--- src/rtl/calc_sequencer.sv ---
// calc_sequencer: keypad front-end for the BCD add/subtract ALU.
// Builds two signed two-digit BCD operands from digit/operator strobes,
// registers the ALU operands and opcode, captures the ALU result one
// settle cycle after "=", and supports chaining from the last result.
// Value format: bit 8 sign, [7:4] tens BCD digit, [3:0] units BCD digit.
//
// state  | meaning
// ENTER1 | entering operand 1, display shows op1
// ENTER2 | entering operand 2, display shows op2 once a digit is entered
// EXEC   | ALU result settling, busy high, display held
// SHOW   | result captured and displayed
module calc_sequencer (
  input  logic       clk,
  input  logic       nrst,
  input  logic       digit_strobe,
  input  logic [3:0] digit,
  input  logic       op_strobe,
  input  logic       op_sub,
  input  logic       eq_strobe,
  input  logic       clr_strobe,
  input  logic [8:0] alu_result,
  output logic [8:0] alu_op1,
  output logic [8:0] alu_op2,
  output logic [2:0] alu_opcode,
  output logic [8:0] display,
  output logic       busy
);

  localparam logic [2:0] OPC_ADD = 3'b000;
  localparam logic [2:0] OPC_SUB = 3'b010;

  typedef enum logic [1:0] {ENTER1, ENTER2, EXEC, SHOW} state_t;

  state_t     state, state_nxt;
  logic [8:0] op1_nxt, op2_nxt, result, result_nxt, display_nxt;
  logic [2:0] opcode_nxt;
  logic       op2_seen, op2_seen_nxt;
  logic       busy_nxt;
  logic       digit_ok;

  assign digit_ok = digit_strobe && (digit <= 4'd9);

  // State and all output-facing registers; outputs never see inputs combinationally.
  always_ff @(posedge clk or negedge nrst) begin
    if (!nrst) begin
      state      <= ENTER1;
      alu_op1    <= '0;
      alu_op2    <= '0;
      alu_opcode <= OPC_ADD;
      result     <= '0;
      display    <= '0;
      busy       <= 1'b0;
      op2_seen   <= 1'b0;
    end else begin
      state      <= state_nxt;
      alu_op1    <= op1_nxt;
      alu_op2    <= op2_nxt;
      alu_opcode <= opcode_nxt;
      result     <= result_nxt;
      display    <= display_nxt;
      busy       <= busy_nxt;
      op2_seen   <= op2_seen_nxt;
    end
  end

  // Next-state and register updates; clr > eq > op > digit, only the top strobe acts.
  always_comb begin
    state_nxt    = state;
    op1_nxt      = alu_op1;
    op2_nxt      = alu_op2;
    opcode_nxt   = alu_opcode;
    result_nxt   = result;
    op2_seen_nxt = op2_seen;

    if (clr_strobe) begin
      state_nxt    = ENTER1;
      op1_nxt      = '0;
      op2_nxt      = '0;
      opcode_nxt   = OPC_ADD;
      result_nxt   = '0;
      op2_seen_nxt = 1'b0;
    end else begin
      case (state)
        ENTER1: begin
          if (eq_strobe) begin
            // "=" with no second operand does nothing, but still masks lower strobes
          end else if (op_strobe) begin
            opcode_nxt   = op_sub ? OPC_SUB : OPC_ADD;
            op2_nxt      = '0;
            op2_seen_nxt = 1'b0;
            state_nxt    = ENTER2;
          end else if (digit_ok && alu_op1[7:4] == 4'd0) begin
            op1_nxt = {1'b0, alu_op1[3:0], digit};
          end
        end
        ENTER2: begin
          if (eq_strobe) begin
            state_nxt = EXEC;
          end else if (op_strobe) begin
            opcode_nxt = op_sub ? OPC_SUB : OPC_ADD;
          end else if (digit_ok && alu_op2[7:4] == 4'd0) begin
            op2_nxt      = {1'b0, alu_op2[3:0], digit};
            op2_seen_nxt = 1'b1;
          end
        end
        EXEC: begin
          result_nxt = alu_result;
          state_nxt  = SHOW;
        end
        SHOW: begin
          if (eq_strobe) begin
            // repeated "=" is ignored
          end else if (op_strobe) begin
            op1_nxt      = result;
            opcode_nxt   = op_sub ? OPC_SUB : OPC_ADD;
            op2_nxt      = '0;
            op2_seen_nxt = 1'b0;
            state_nxt    = ENTER2;
          end else if (digit_ok) begin
            op1_nxt   = {5'b0, digit};
            state_nxt = ENTER1;
          end
        end
        default: state_nxt = ENTER1;
      endcase
    end
  end

  // Display and busy follow the state being entered so they are registered alongside it.
  always_comb begin
    display_nxt = display;
    busy_nxt    = (state_nxt == EXEC);
    case (state_nxt)
      ENTER1:  display_nxt = op1_nxt;
      ENTER2:  display_nxt = op2_seen_nxt ? op2_nxt : op1_nxt;
      EXEC:    display_nxt = display;
      SHOW:    display_nxt = result_nxt;
      default: display_nxt = display;
    endcase
  end

endmodule

--- config.mk ---
export PLATFORM = sky130hd
export DESIGN_NAME = calc_sequencer
export DESIGN_NICKNAME = d
export VERILOG_FILES = /design/src/rtl/calc_sequencer.sv
export SDC_FILE = /design/constraint.sdc
export NUM_CORES = 1
export LEC_CHECK = 0
export ABC_AREA = 0
export BUFFER_PORTS_ARGS = -buffer_cell sky130_fd_sc_hd__buf_2
export CAP_MARGIN = 5
export CORE_MARGIN = 1.5
export CORE_UTILIZATION = 49
export CTS_CLUSTER_DIAMETER = 80
export DETAILED_ROUTE_END_ITERATION = 6
export GPL_TIMING_DRIVEN = 1
export PLACE_DENSITY = 0.76
export SYNTH_ARGS = -nofsm -noshare
export SYNTH_HDL_FRONTEND = slang
export SYNTH_SLANG_ARGS = --single-unit
export TNS_END_PERCENT = 50
--- constraint.sdc ---
create_clock -name clk -period 2.09 [get_ports clk]
set_input_delay 0.3135 -clock clk [delete_from_list [all_inputs] [get_ports clk]]
set_output_delay 0.3135 -clock clk [all_outputs]
set_load 0.03 [all_outputs]
==> impl_results.md, run 1 <==
* GRT overflow at 0
* Post-synthesis sequential area ratio at 44.6%
* Root Buffer: clkbuf_8
* Later-pin clock latency in the skew report at 310 ps
* Routed wire length per instance at 19.7 um
* Fin cells at approximately 400
* Leading area contributor after synthesis: dfrtp_1
* Num rows at 24
* Status: finished with violations
* Count leader, synth: dfrtp_1
* Area of the core at roughly 4400 um2
* # nets final at 380
* First-pass GRT wire length at 12,400 um
* Required @ worst endpoint at ~2300 ps
* Final min period at 2310 ps
* CP Class: flip-flop to flip-flop
* Final setup margin at -218 ps
* Async SR Flop Fraction at 100%
* Largest net degree at the start of global routing at 42
* Final hold vios at 0
* Reg power frac at 27.9%
* Placer congestion estimate at 0.982
* Dpl cells at 393
* HPWL after DPL at 5650 um
* Avg Vias per Cell at around 6.3
* Clock buffer depth at 2
* Worst-Margin Slew at 559 ps
* Die Width at 71.5 um
* DRT antenna net count at 0
* EDFF count, synth at 0
* Synthesized area at between 2000 and 2500 um2
* Detailed-route via count at 2,566
* Yosys cell types at 55
* Worst EP arrival at roughly 2500 ps
* CTS tree: done
* Pwr Total at 0.00322 W
* Fmax at 0.433 GHz
* Area grow syn2layout at 47.9%
* Final worst path period share at 110%
* Psw at 0.00121 W
* Mean Syn Cell Area at 9.84 um2
* Worst-path clk slew at 90 ps
* Vias in the first global route at ~2,500
* Share of power burned in combinational logic at 51.1%
* Pwr per Cell Area at 947 nW/um2
* Hold Path Class: input port to async pin
* # fillers at 298
* Synth area leaders: dfrtp_1 (45%), nor2_1 (5.4%), mux2i_1 (3.9%), a32o_1 (3.5%), nand3_1 (3.0%)
* Synth cell count leaders: dfrtp_1 (41), nor2_1 (33), nand2_1 (15)
* Global Route Usage Sum at 31.7%
* Final Util at about three quarters
* Max-slew violation count at 0
* CTS buffer count at 5
* Setup violators final at 10
* Final clock skew at 10.6 ps
* Flops & latches, synth at 41
* Net Sw Frac at around 38%
* Initial Util at 51.8%
* Initial antenna violation count at 0
* Internal at 0.00201 W
* Clock sinks at a little over 40
* # port buffers at 48
* Routed WL at 8040 um
* Die Y-Extent at 71.5 um
* CP Max Fanout at 7
* Layout cells sized above 1 at between 40% and 50%
* Post-synth top flop: dfrtp_1
* VDD IR max at between 0.0006 and 0.0007 V
* Setup WS pre-CTS at -188 ps
* RSZ-0062 raised after global routing: true
* # IOs at 51
* Max-cap viol count at 0
* DRC viols at 0
* Crit path capture type: flip-flop
* # H-tree levels at 2
* Synth Warn # at 0
* Max_slew headroom at between 60% and 70%
* Failing checks: negative setup slack
* CP startpoint kind: flip-flop
* Clock power share at between 20% and 30%
* Antenna diode count at 0
* TritonRoute pass-1 iters at 7
* Yosys top cell area share at 44.6%
* Post-Syn Instances at approximately 230
* LEAKAGE at ~1.7 nW
* Die ar. at 5120 um2
* Initial DRC Count at 267
[worst paths after layout]
kind                                          start                        end  slack (ps)  cells after the start
worst min register to register  result[6]$_DFF_PN0_       alu_op1[6]$_DFF_PN0_         540                      2
worst max-delay path             state[1]$_DFF_PN0_     display[1]$_DFFE_PN0N_        -220                     11
worst max register to register   state[1]$_DFF_PN0_     display[1]$_DFFE_PN0N_        -220                     11
min in group clk                             op_sub  alu_opcode[1]$_DFFE_PN0P_         250                      3
worst min-delay path                           nrst       alu_op2[3]$_DFF_PN0_          70                      2
max in group asynchronous                      nrst         state[0]$_DFF_PN0_        1610                      2
[metal layers]
layer  track usage [%]  vias to the layer above  part of all wire, %
li1                  -                     1127                    -
met4              12.4                        0                  3.4
met1              43.6                     1249                   41
met3              5.91                       30                  8.1
met2              50.1                      160                   47
met5                 0                        -                    0
[state kept, by name (all words and copies together), names as in the netlist]
| signal | count |
|---|---|
| alu_opcode | 1 |
| alu_op1 | 9 |
| alu_op2 | 9 |
| op2_seen | 1 |
| busy | 1 |
| result | 9 |
| display | 9 |
| state | 2 |
[cell usage in the layout, fill, tap and decap left out, types with 3 or more instances in the layout]
cell type	instances
nor3_2	4
ha_4	4
clkbuf_8	6
nand2_2	3
a32o_1	8
mux2i_1	9
buf_4	74
and3_1	3
nand3_1	14
inv_1	3
nor3_1	3
nand2_1	12
o211ai_1	4
dfrtp_1	40
a22oi_1	6
a211o_1	4
buf_6	4
o21ai_0	3
buf_2	48
nor2b_1	4
a21oi_1	9
a22o_1	3
and2_1	3
nor2_1	32
[cells by family (layout without fill, tap and decap cells)]
| group | count (synthesis) | in the layout | synth area share [%] |
|---|---|---|---|
| AO/OA/AOI/OAI | 65 | 65 | 23.9 |
| adder cells (fa/ha/maj) | 4 | 4 | 2.17 |
| buffers and inverters | 19 | 141 | 3.75 |
| flip-flops | 41 | 41 | 44.6 |
| multiplexers | 9 | 9 | 3.91 |
| other | 1 | 2 | 0.163 |
| AND/OR/NAND/NOR | 95 | 95 | 21.6 |
[per-stage QoR]
step | setup TNS, ps | hold slack, ps | area (um2)
6_report | -1720 | 71.4 | 3400
5_1_grt | -2600 | 118 | 3400
4_1_cts | -1240 | 92.3 | 3280
3_5_place_dp | -1270 | 418 | 3110
3_3_place_gp | -721 | 407 | 3110
2_1_floorplan | -337 | 17.9 | 2360
[power groups by stage]
stage	Combinational, W	Clock [W]	Sequential (W)
floorplan	0.000752	0	0.000948
global placement	0.00137	0	0.000904
detailed placement	0.00140	0	0.000906
CTS	0.00146	0.000674	0.000893
global route	0.00174	0.000721	0.000903
finish	0.00165	0.000677	0.000899
[final cells by class]
type | instances | area (um2) | share of cell area [%]
multi-input cells | 175 | 1320 | 38.8
flip-flops and latches | 41 | 1030 | 30.2
repair buffers | 126 | 841 | 24.7
clock buffers | 7 | 86.3 | 2.54
well taps | 52 | 65.1 | 1.91
inverters | 7 | 33.8 | 0.992
clock inverters | 1 | 30.0 | 0.882
[worst max-delay path: stages, from the launching register on]
cell	delay [ps]
dfrtp_1	430
inv_2	80
ha_4	170
or3b_4	370
o221ai_2	190
a311o_1	260
buf_6	150
inv_8	50
buf_6	110
nand2_2	50
a21oi_2	50
a211o_1	270
[repair_timing]
item                                    in CTS  in global routing
endpoints found under the setup margin       9                 13
gates resized for setup                     11                 18
setup buffers                                2                  6
pin swaps                                   10                 13
hold buffers                                 0                  0
Note: power is estimated with default switching activity, not from simulation.
==> run 2: changes to the inputs <==
Settings changed: SKIP_CTS_REPAIR_TIMING set to 1.
==> impl_results.md, run 2 (synthesis gave the netlist of run 1 again) <==
* HPWL after DPL at 5650 um (unchanged)
* Final worst path period share at 113% (+2.3 points)
* Die Width at 71.5 um (unchanged)
* Final setup margin at -266 ps (-47.9 ps)
* DRT antenna net count at 0 (unchanged)
* Final Util at 76.2% (-0.42 points)
* RSZ-0062 raised after global routing: true
* Pwr per Cell Area at 949 nW/um2 (+0.25%)
* Die ar. at 5120 um2 (unchanged)
* # nets final at 376 (-1.1%)
* Vias in the first global route at 2,441 (-1.1%)
* Initial DRC Count at 317 (+19%)
* # IOs at 51 (unchanged)
* Area grow syn2layout at 47.1%
* Antenna diode count at 0 (unchanged)
* TritonRoute pass-1 iters at 7 (unchanged)
* Crit path capture type: flip-flop
* Avg Vias per Cell at 6.40 (+2.1%)
* Global Route Usage Sum at 31.2% (-0.48 points)
* Die Y-Extent at 71.5 um (unchanged)
* Failing checks: design-rule violations, negative setup slack
* Worst EP arrival at 2550 ps (+60 ps)
* Clock sinks at 41 (unchanged)
* Final clock skew at 10.6 ps (+0.0783 ps)
* First-pass GRT wire length at 12,200 um (-1.6%)
* CTS tree: done
* Placed cell area at 3110 um2 (unchanged)
* Layout cells sized above 1 at 47.0% (-0.31 points)
* LEAKAGE at 1.64 nW (-1.2%)
* Max_slew headroom at 63.2% (+0.46 points)
* Final min period at 2360 ps (+47.9 ps)
* Reg2reg path depth at 11 (unchanged)
* Final instance area at 3390 um2 (-0.55%)
* # port buffers at 48 (unchanged)
* R2R Setup Slk at -270 ps (-50 ps)
* Num rows at 24 (unchanged)
* CP Class: flip-flop to flip-flop
* DRC viols at 2 (+2)
* Max-cap viol count at 0 (unchanged)
* Hold Path Class: input port to async pin
* Root Buffer: clkbuf_8
* Worst-Margin Slew at 552 ps (-6.96 ps)
* Placer congestion estimate at 0.982 (unchanged)
* Largest net degree at the start of global routing at 42 (unchanged)
* Required @ worst endpoint at 2280 ps (about the same)
* Final hold vios at 0 (unchanged)
* Status: finished with violations
* Setup violators final at 10 (unchanged)
* Routed wire length per instance at 20.0 um (+1.9%)
* FF-to-FF Start: state[1]$_DFF_PN0_
* Detailed-route via count at 2,593 (+1.1%)
* Commonest non-fill, non-tap cell in the layout: buf_4
* Initial Util at 51.8% (unchanged)
* Routed WL at 8110 um (+0.90%)
* VDD IR max at 0.000570 V (-7.7%)
* Worst-path clk slew at 90 ps (about the same)
* CP Max Fanout at 7 (unchanged)
* Initial antenna violation count at 0 (unchanged)
* Clock buffer depth at 2 (unchanged)
* Max-slew violation count at 0 (unchanged)
* # H-tree levels at 2 (unchanged)
* GRT overflow at 0 (unchanged)
* CP startpoint kind: flip-flop
* Area of the core at 4440 um2 (unchanged)
* Later-pin clock latency in the skew report at 310 ps (about the same)
* Worst reg2reg path endpoint: display[8]$_DFFE_PN0N_
* CTS buffer count at 5 (unchanged)
* Fmax at 0.424 GHz (-2.0%)
* Most frequent cells in the layout: buf_4 (69), buf_2 (48), dfrtp_1 (40), nor2_1 (32), nand2_1 (14)
run 2: critical path, stage by stage (launching register included):
cell and delay (ps):
dfrtp_1 420, inv_2 80, ha_4 170, or3b_4 370, o221ai_2 220, a311o_1 260
buf_6 160, inv_6 60, buf_6 130, nor3_4 170, o21ai_2 70, o211a_1 130
run 2: through the flow:
stage	setup TNS, ps	std cells	setup slack, ps	hold WS (ps)	total power [W]
final	-1720	405	-266	66.9	0.00321
after global routing	-2510	405	-307	121	0.00334
after CTS	-1630	401	-243	92.3	0.00298
after detailed placement	-1270	393	-188	418	0.00231
after global placement	-721	393	-117	407	0.00228
after floorplan	-337	235	-91.2	17.9	0.00170
run 2: metal layers:
metal  part of all wire [%]  vias to the layer above  global-route usage [%]
met3                    9.7                       31                    6.33
met4                    3.4                        0                    11.5
met1                     39                     1268                    42.8
met2                     48                      175                    49.4
met5                      0                        -                       0
li1                       -                     1119                       -
run 2: report_power, final:
group | leakage, nW | switching, W | internal, W
Sequential | 0.567 | 0.0000511 | 0.000848
Clock | 0.0585 | 0.000289 | 0.000390
Combinational | 1.02 | 0.000885 | 0.000750
Total | 1.64 | 0.00122 | 0.00199
run 2: final cells by class:
type                    instances  area [um2]
inverters                       7        31.3
repair buffers                122         815
flip-flops and latches         41        1030
multi-input cells             175        1330
clock buffers                   7        86.3
clock inverters                 1        30.0
well taps                      52        65.1
fillers                       307        1060
run 2: how the worst max path moves through the flow:
stage | start | endpoint | depth (start not counted)
2_1_floorplan | state[0]$_DFF_PN0_ | display[2]$_DFFE_PN0N_ | 8
3_3_place_gp | state[0]$_DFF_PN0_ | display[2]$_DFFE_PN0N_ | 10
5_1_grt | state[1]$_DFF_PN0_ | display[8]$_DFFE_PN0N_ | 11
6_report | state[1]$_DFF_PN0_ | display[8]$_DFFE_PN0N_ | 11
4_1_cts | state[0]$_DFF_PN0_ | display[0]$_DFFE_PN0N_ | 10
3_5_place_dp | state[0]$_DFF_PN0_ | display[1]$_DFFE_PN0N_ | 10
